[config.mk]
export PLATFORM = sky130hd
export DESIGN_NAME = ps2_tx
export DESIGN_NICKNAME = d
export VERILOG_FILES = /design/src/rtl/ps2_tx.sv
export SDC_FILE = /design/constraint.sdc
export NUM_CORES = 1
export LEC_CHECK = 0
export CORE_UTILIZATION = 49
export CTS_BUF_LIST = sky130_fd_sc_hd__clkbuf_16
export DETAILED_ROUTE_END_ITERATION = 8
export PLACE_DENSITY = 0.74
export SLEW_MARGIN = 15
export SYNTH_ARGS = -nofsm -noshare
export SYNTH_HDL_FRONTEND = slang
export SYNTH_SLANG_ARGS = --single-unit
[constraint.sdc]
create_clock -name clk -period 5.16 [get_ports clk]
set_input_delay 0.516 -clock clk [delete_from_list [all_inputs] [get_ports clk]]
set_output_delay 0.516 -clock clk [all_outputs]
set_load 0.01 [all_outputs]
[src/rtl/ps2_tx.sv]
// rtl/ps2_tx.sv - PS/2 host-to-device command transmitter with open-drain enables
module ps2_tx #(
    parameter int INHIBIT_CYCLES = 5000,
    parameter int RTS_CYCLES     = 100,
    parameter int TIMEOUT_CYCLES = 750000
) (
    input  logic       clk,
    input  logic       rst,
    input  logic       wr,
    input  logic [7:0] din,
    input  logic       ps2c,
    input  logic       ps2d,
    output logic       ps2c_oe,
    output logic       ps2d_oe,
    output logic       busy,
    output logic       done,
    output logic       err
);

    localparam int MAX_A = (INHIBIT_CYCLES > RTS_CYCLES) ? INHIBIT_CYCLES : RTS_CYCLES;
    localparam int MAX_V = (TIMEOUT_CYCLES > MAX_A) ? TIMEOUT_CYCLES : MAX_A;
    localparam int TW    = $clog2(MAX_V + 1);

    localparam logic [TW-1:0] INH_LAST = TW'(INHIBIT_CYCLES - 1);
    localparam logic [TW-1:0] RTS_LAST = TW'(RTS_CYCLES - 1);
    localparam logic [TW-1:0] TO_LAST  = TW'(TIMEOUT_CYCLES - 1);

    typedef enum logic [2:0] {
        S_IDLE,
        S_INHIBIT,
        S_RTS,
        S_SEND,
        S_ACK,
        S_WAIT_IDLE
    } state_t;

    state_t        state;
    logic          c_meta, c_sync, c_prev;
    logic          d_meta, d_sync;
    logic [9:0]    frame;
    logic [3:0]    edge_cnt;
    logic [TW-1:0] tmr;
    logic          fall;
    logic          timeout;
    logic          device_phase;

    // Two-stage synchronizers on both pins plus a delayed clock copy for edge detection
    always_ff @(posedge clk) begin
        if (rst) begin
            c_meta <= 1'b1;
            c_sync <= 1'b1;
            c_prev <= 1'b1;
            d_meta <= 1'b1;
            d_sync <= 1'b1;
        end else begin
            c_meta <= ps2c;
            c_sync <= c_meta;
            c_prev <= c_sync;
            d_meta <= ps2d;
            d_sync <= d_meta;
        end
    end

    assign fall         = c_prev & ~c_sync;
    assign device_phase = (state == S_SEND) || (state == S_ACK) || (state == S_WAIT_IDLE);
    assign timeout      = device_phase && (tmr == TO_LAST);

    // Transmit sequencer: inhibit, request-to-send, clocked bits, ack, bus-idle wait
    always_ff @(posedge clk) begin
        if (rst) begin
            state    <= S_IDLE;
            ps2c_oe  <= 1'b0;
            ps2d_oe  <= 1'b0;
            busy     <= 1'b0;
            done     <= 1'b0;
            err      <= 1'b0;
            frame    <= '0;
            edge_cnt <= '0;
            tmr      <= '0;
        end else begin
            done <= 1'b0;
            if (timeout) begin
                // The device stopped clocking: release the bus and give up
                err     <= 1'b1;
                busy    <= 1'b0;
                ps2c_oe <= 1'b0;
                ps2d_oe <= 1'b0;
                state   <= S_IDLE;
            end else begin
                case (state)
                    S_IDLE: begin
                        ps2c_oe <= 1'b0;
                        ps2d_oe <= 1'b0;
                        busy    <= 1'b0;
                        if (wr) begin
                            frame    <= {1'b1, ~^din, din};
                            err      <= 1'b0;
                            edge_cnt <= '0;
                            tmr      <= '0;
                            busy     <= 1'b1;
                            ps2c_oe  <= 1'b1;
                            state    <= S_INHIBIT;
                        end
                    end
                    S_INHIBIT: begin
                        if (tmr == INH_LAST) begin
                            tmr     <= '0;
                            ps2d_oe <= 1'b1;
                            state   <= S_RTS;
                        end else begin
                            tmr <= tmr + TW'(1);
                        end
                    end
                    S_RTS: begin
                        if (tmr == RTS_LAST) begin
                            tmr     <= '0;
                            ps2c_oe <= 1'b0;
                            state   <= S_SEND;
                        end else begin
                            tmr <= tmr + TW'(1);
                        end
                    end
                    S_SEND: begin
                        tmr <= tmr + TW'(1);
                        if (fall) begin
                            // The start bit is already on the line; each fall presents the next bit
                            ps2d_oe  <= ~frame[0];
                            frame    <= {1'b0, frame[9:1]};
                            edge_cnt <= edge_cnt + 4'd1;
                            if (edge_cnt == 4'd9) begin
                                state <= S_ACK;
                            end
                        end
                    end
                    S_ACK: begin
                        tmr     <= tmr + TW'(1);
                        ps2c_oe <= 1'b0;
                        ps2d_oe <= 1'b0;
                        if (fall) begin
                            edge_cnt <= edge_cnt + 4'd1;
                            if (d_sync) begin
                                err   <= 1'b1;
                                busy  <= 1'b0;
                                state <= S_IDLE;
                            end else begin
                                state <= S_WAIT_IDLE;
                            end
                        end
                    end
                    S_WAIT_IDLE: begin
                        tmr <= tmr + TW'(1);
                        if (c_sync && d_sync) begin
                            done  <= 1'b1;
                            busy  <= 1'b0;
                            state <= S_IDLE;
                        end
                    end
                    default: begin
                        ps2c_oe <= 1'b0;
                        ps2d_oe <= 1'b0;
                        busy    <= 1'b0;
                        state   <= S_IDLE;
                    end
                endcase
            end
        end
    end

endmodule

* Yosys cells after proc, flatten, opt, wreduce, memory -nomap -nowiden
Cells that the tools add are included.
Word-level totals: flip-flop bits (word level) 47
Cells by class: multiplexer cells 35, bitwise gates (word level) 8, equality and inequality tests 21, add/sub/neg operators 2, reductions and logical operators 25
Operators with widths (count):
- 20-bit one-hot mux with 4 select lines | 1
- 20-bit 2-to-1 mux | 3
- 3-bit 2-to-1 mux | 8
- 20-bit by 1-bit adder with 20-bit output (second input constant) | 1
- 20-bit by 13-bit == test with 1-bit output (second input constant) | 1
- 20-bit == test (second input constant) | 1
- 20-bit by 7-bit == test with 1-bit output (second input constant) | 1
- 10-bit 2-to-1 mux | 2
- 10-bit one-hot mux with 2 select lines | 1
- 3-bit one-hot mux with 6 select lines | 1
- 4-bit AND reduction | 4
- 1-bit 2-to-1 mux | 12
- 2-bit inequality test (second input constant) | 6
- 3-bit OR reduction | 4
- 3-bit inequality test (second input constant) | 3
- 4-bit 2-to-1 mux | 2
- 4-bit one-hot mux with 2 select lines | 1
- 8-bit XNOR reduction | 1
- 1-bit inverter | 7
- 7-bit AND reduction | 1
- 3-bit by 2-bit == test with 1-bit output (second input constant) | 2
- 3-bit == test (second input constant) | 2
- 2-bit by 1-bit inequality test with 1-bit output (second input constant) | 3
- 1-bit one-hot mux with 3 select lines | 2
- other kinds (15) | 21

* Logic depth before layout (Yosys ltp)
word-level depth 6, depth in mapped cells 8, depth with buffers taken out 7

* Least setup slack after synthesis
No wires, ideal clock.
path kind register to register, from reg tmr[0], to reg tmr[16], library setup time 0.125 ns, stages on the path, launching flop included 9, data arrival time 2.073 ns, period minus slack after synthesis 2.199 ns, required time 5.035 ns, path slack 2.961 ns, cell sequence dfxtp_1 ha_1 or4b_1 or4_4 nor3_1 a221o_1 buf_4 buf_4 a21oi_1
Between the ends: longest elaborated chain between the ends 4
Ends and longest elaborated chain:
- start, declared | line 42 | logic [TW-1:0] tmr;
- start signal, assigned | line 111 | tmr <= tmr + TW'(1);
- start signal, assigned | line 120 | tmr <= tmr + TW'(1);
- start signal, assigned | line 124 | tmr <= tmr + TW'(1);
- parallel branches: the longest is 4 deep, another holds 20-bit by 1-bit adder with 20-bit output
Several ways; the timed one is not identified. A chain may end at the register's enable or synchronous reset.

* Worst setup path after layout
from reg state[1], to reg edge_cnt[1]
Between the ends: longest elaborated chain between the ends 6
Ends and longest elaborated chain:
- start, declared | line 37 | state_t state;
- start signal, assigned | line 71 | state <= S_IDLE;
- start signal, assigned | line 88 | state <= S_IDLE;
- start signal, assigned | line 102 | state <= S_INHIBIT;
- parallel branches: the longest is 6 deep, another holds 4-bit AND reduction
- end signal, assigned | line 129 | edge_cnt <= edge_cnt + 4'd1;
- end signal, assigned | line 140 | edge_cnt <= edge_cnt + 4'd1;
- end, declared | line 41 | logic [3:0] edge_cnt;
Several ways; the timed one is not identified.

==> reports/results.tsv <==
metric	value	unit
status	completed	
cts_tree	done	
hp-start	c_meta	
syn-mean-instance-area	8.69	um2
fin_crit_sh	0.523	
grt_remaining_overflow	0	
die_h	74.1	um
syn_area	2550	um2
path_class	reg2reg	
yosys_warnings	0	
hold_viol	0	
fmax	371	MHz
hold_path_class	reg2reg	
endpoint_kind	flip-flop	
yosysMostFrequentCell	dfxtp_1	
synth-edff-count	0	
portBuffers	17	
ios	18	
initial_utilization	0.525	
numClockSinks	47	
num_vias	2206	
ys_seq_elements	47	
ir_drop	0.264	mV
grt_pass1_vias	2028	
cts_made_buffers	5	
report.final.slew_viol_count	0	
clock_latency	290	ps
avgViaCountPerCell	5.98	
drc	0	
syn-num-nets	309	
ys_seq_area_frac	0.370	
synthTopCellsByCount	dfxtp_1 (47), a21oi_1 (27), nand2_1 (16), nor2_1 (16), o21ai_0 (15)	
rsz0062_at_grt	no	
synth_ff_type	dfxtp_1	
crit_path_max_fanout	20	
power.leakage	0.980	nW
dp.cells	361	
cts_setup_buffers	0	
yosysTopAreaCellShare	0.370	
grt_pass1_wl	8940	um
design.core.area	4850	um2
row_count	25	
ant_nets	0	
r2r_start	state[1]	
cts_hold_buf	0	
wirelength	5290	um
grt_start_max_net_pins	38	
diodes	0	
tns	0	ps
period_needed	2700	ps
synth_area_leaders	dfxtp_1 (37%), a21oi_1 (5.3%), mux2i_1 (4.3%), o31ai_1 (3.5%), or4_1 (3.5%)	
powerDensity	369	nW/um2
place_congestion	0.914	
drive_gt1_frac	0.0762	
worstMarginPinSlew	774	ps
yosysUniqueCellTypes	52	
drt_iter0_drc	274	
yosysTopAreaCell	dfxtp_1	
wl_per_cell	14.3	um
cts_buffer_depth	2	
syn_to_final_growth	11.4	%
clk_pin_slew_worst_paths	60	ps
cts-root-buf	clkbuf_16	
fp.dieW	74.1	um
arrival	2920	ps
cts-resized-gates	0	
finalClockSkew	7.30	ps
antenna_found_initial	0	
worstSetupStartpointType	flip-flop	
firstDrtPassIters	6	
dp_hpwl	3710	um
max-cap-violations	0	
num-nets-final	317	
h-tree-depth	2	
dieArea	5490	um2
cp-startpoint	state[1]	
fillCellCount	427	
postSynth.asyncResetShare	0	
syn_inst	293	
fin_cells	369	
crit_required	5380	ps
setup-violations-final	0	
grtUsageTotal	0.211	
slew_headroom	0.483	
## final timing paths
kind                                     to  slack, ps  cells past startpoint
worst max-delay path            edge_cnt[1]       2460                      5
worst min-delay path                 c_sync        410                      1
worst max register to register  edge_cnt[1]       2460                      5
worst min register to register       c_sync        410                      1
## flip-flops by register name, summed over array words and instances (netlist names)
| signal | cells |
|---|---|
| state | 3 |
| d_sync | 1 |
| busy | 1 |
| tmr | 20 |
| d_meta | 1 |
| c_prev | 1 |
| done | 1 |
| c_sync | 1 |
| c_meta | 1 |
| frame | 10 |
| ps2c_oe | 1 |
| err | 1 |
| edge_cnt | 4 |
| ps2d_oe | 1 |
## critical path, stage by stage (launching register included)
cell and delay, ps:
dfxtp_1 680, nand3b_1 610, a21oi_1 570, a22o_1 340
mux2_2 350, nor2_1 80
## cells in the final DEF (no fill, tap or decap), types with 3 or more instances in the layout
cell type,Yosys,layout
o211ai_1,3,3
nand2_1,16,16
or4_1,12,12
a211oi_1,9,9
nor2b_1,4,4
clkbuf_16,0,5
o31ai_1,12,12
nand3b_1,3,3
ha_1,3,3
xnor2_1,7,7
clkdlybuf4s50_1,0,17
nand2b_1,6,6
a21oi_1,27,27
dfxtp_1,47,47
nand4_1,5,5
nor2_1,16,16
nor3b_1,3,3
or3_1,12,12
a21o_1,3,3
nand3_1,11,11
or2_2,7,7
nor3_1,5,5
mux2i_1,11,11
inv_1,8,9
o21ai_0,15,15
## stage by stage
step / hold WS, ps / setup WS [ps] / util / power [mW] / cell area [um2]
CTS: 413 / 2460 / 0.585 / 1.05 / 2840
detailed placement: 399 / 2480 / 0.557 / 0.749 / 2700
global placement: 392 / 2520 / 0.557 / 0.745 / 2700
finish: 412 / 2460 / 0.585 / 1.05 / 2840
global route: 425 / 2210 / 0.585 / 1.11 / 2840
floorplan: 389 / 2960 / - / 0.705 / 2550
## kinds of logic (layout without fill, tap and decap cells)
group,after synthesis,after routing,share of synthesized area
flip-flops,47,47,0.370
AO/OA/AOI/OAI,82,82,0.213
adder cells (fa/ha/maj),3,3,0.0147
buffers and inverters,25,34,0.0521
XOR/XNOR,9,9,0.0310
multiplexers,12,12,0.0477
AND/OR/NAND/NOR,115,115,0.272
## layer usage
| metal | vias up | share of wire | track usage |
|---|---|---|---|
| met4 | 0 | 0.021 | 0.0812 |
| met1 | 1021 | 0.49 | 0.282 |
| li1 | 1111 | - | - |
| met2 | 57 | 0.44 | 0.329 |
| met3 | 17 | 0.046 | 0.0515 |
| met5 | - | 0 | 0 |
## power breakdown
part / internal, mW / switching, mW / total, mW
Combinational: 0.123 / 0.165 / 0.288
Clock: 0.174 / 0.127 / 0.301
Sequential: 0.408 / 0.0505 / 0.458
Total: 0.705 / 0.343 / 1.05
## final cells by class
cell class              instances  area [um2]  share of cell area
clock buffers                   5         125              0.0441
flip-flops and latches         47         941               0.332
inverters                       9        33.8              0.0119
clock inverters                 3        11.3             0.00397
repair buffers                 17         170              0.0600
multi-input cells             221        1470               0.519
well taps                      67        83.8              0.0295
No activity file was read; power rests on OpenSTA's default activity.
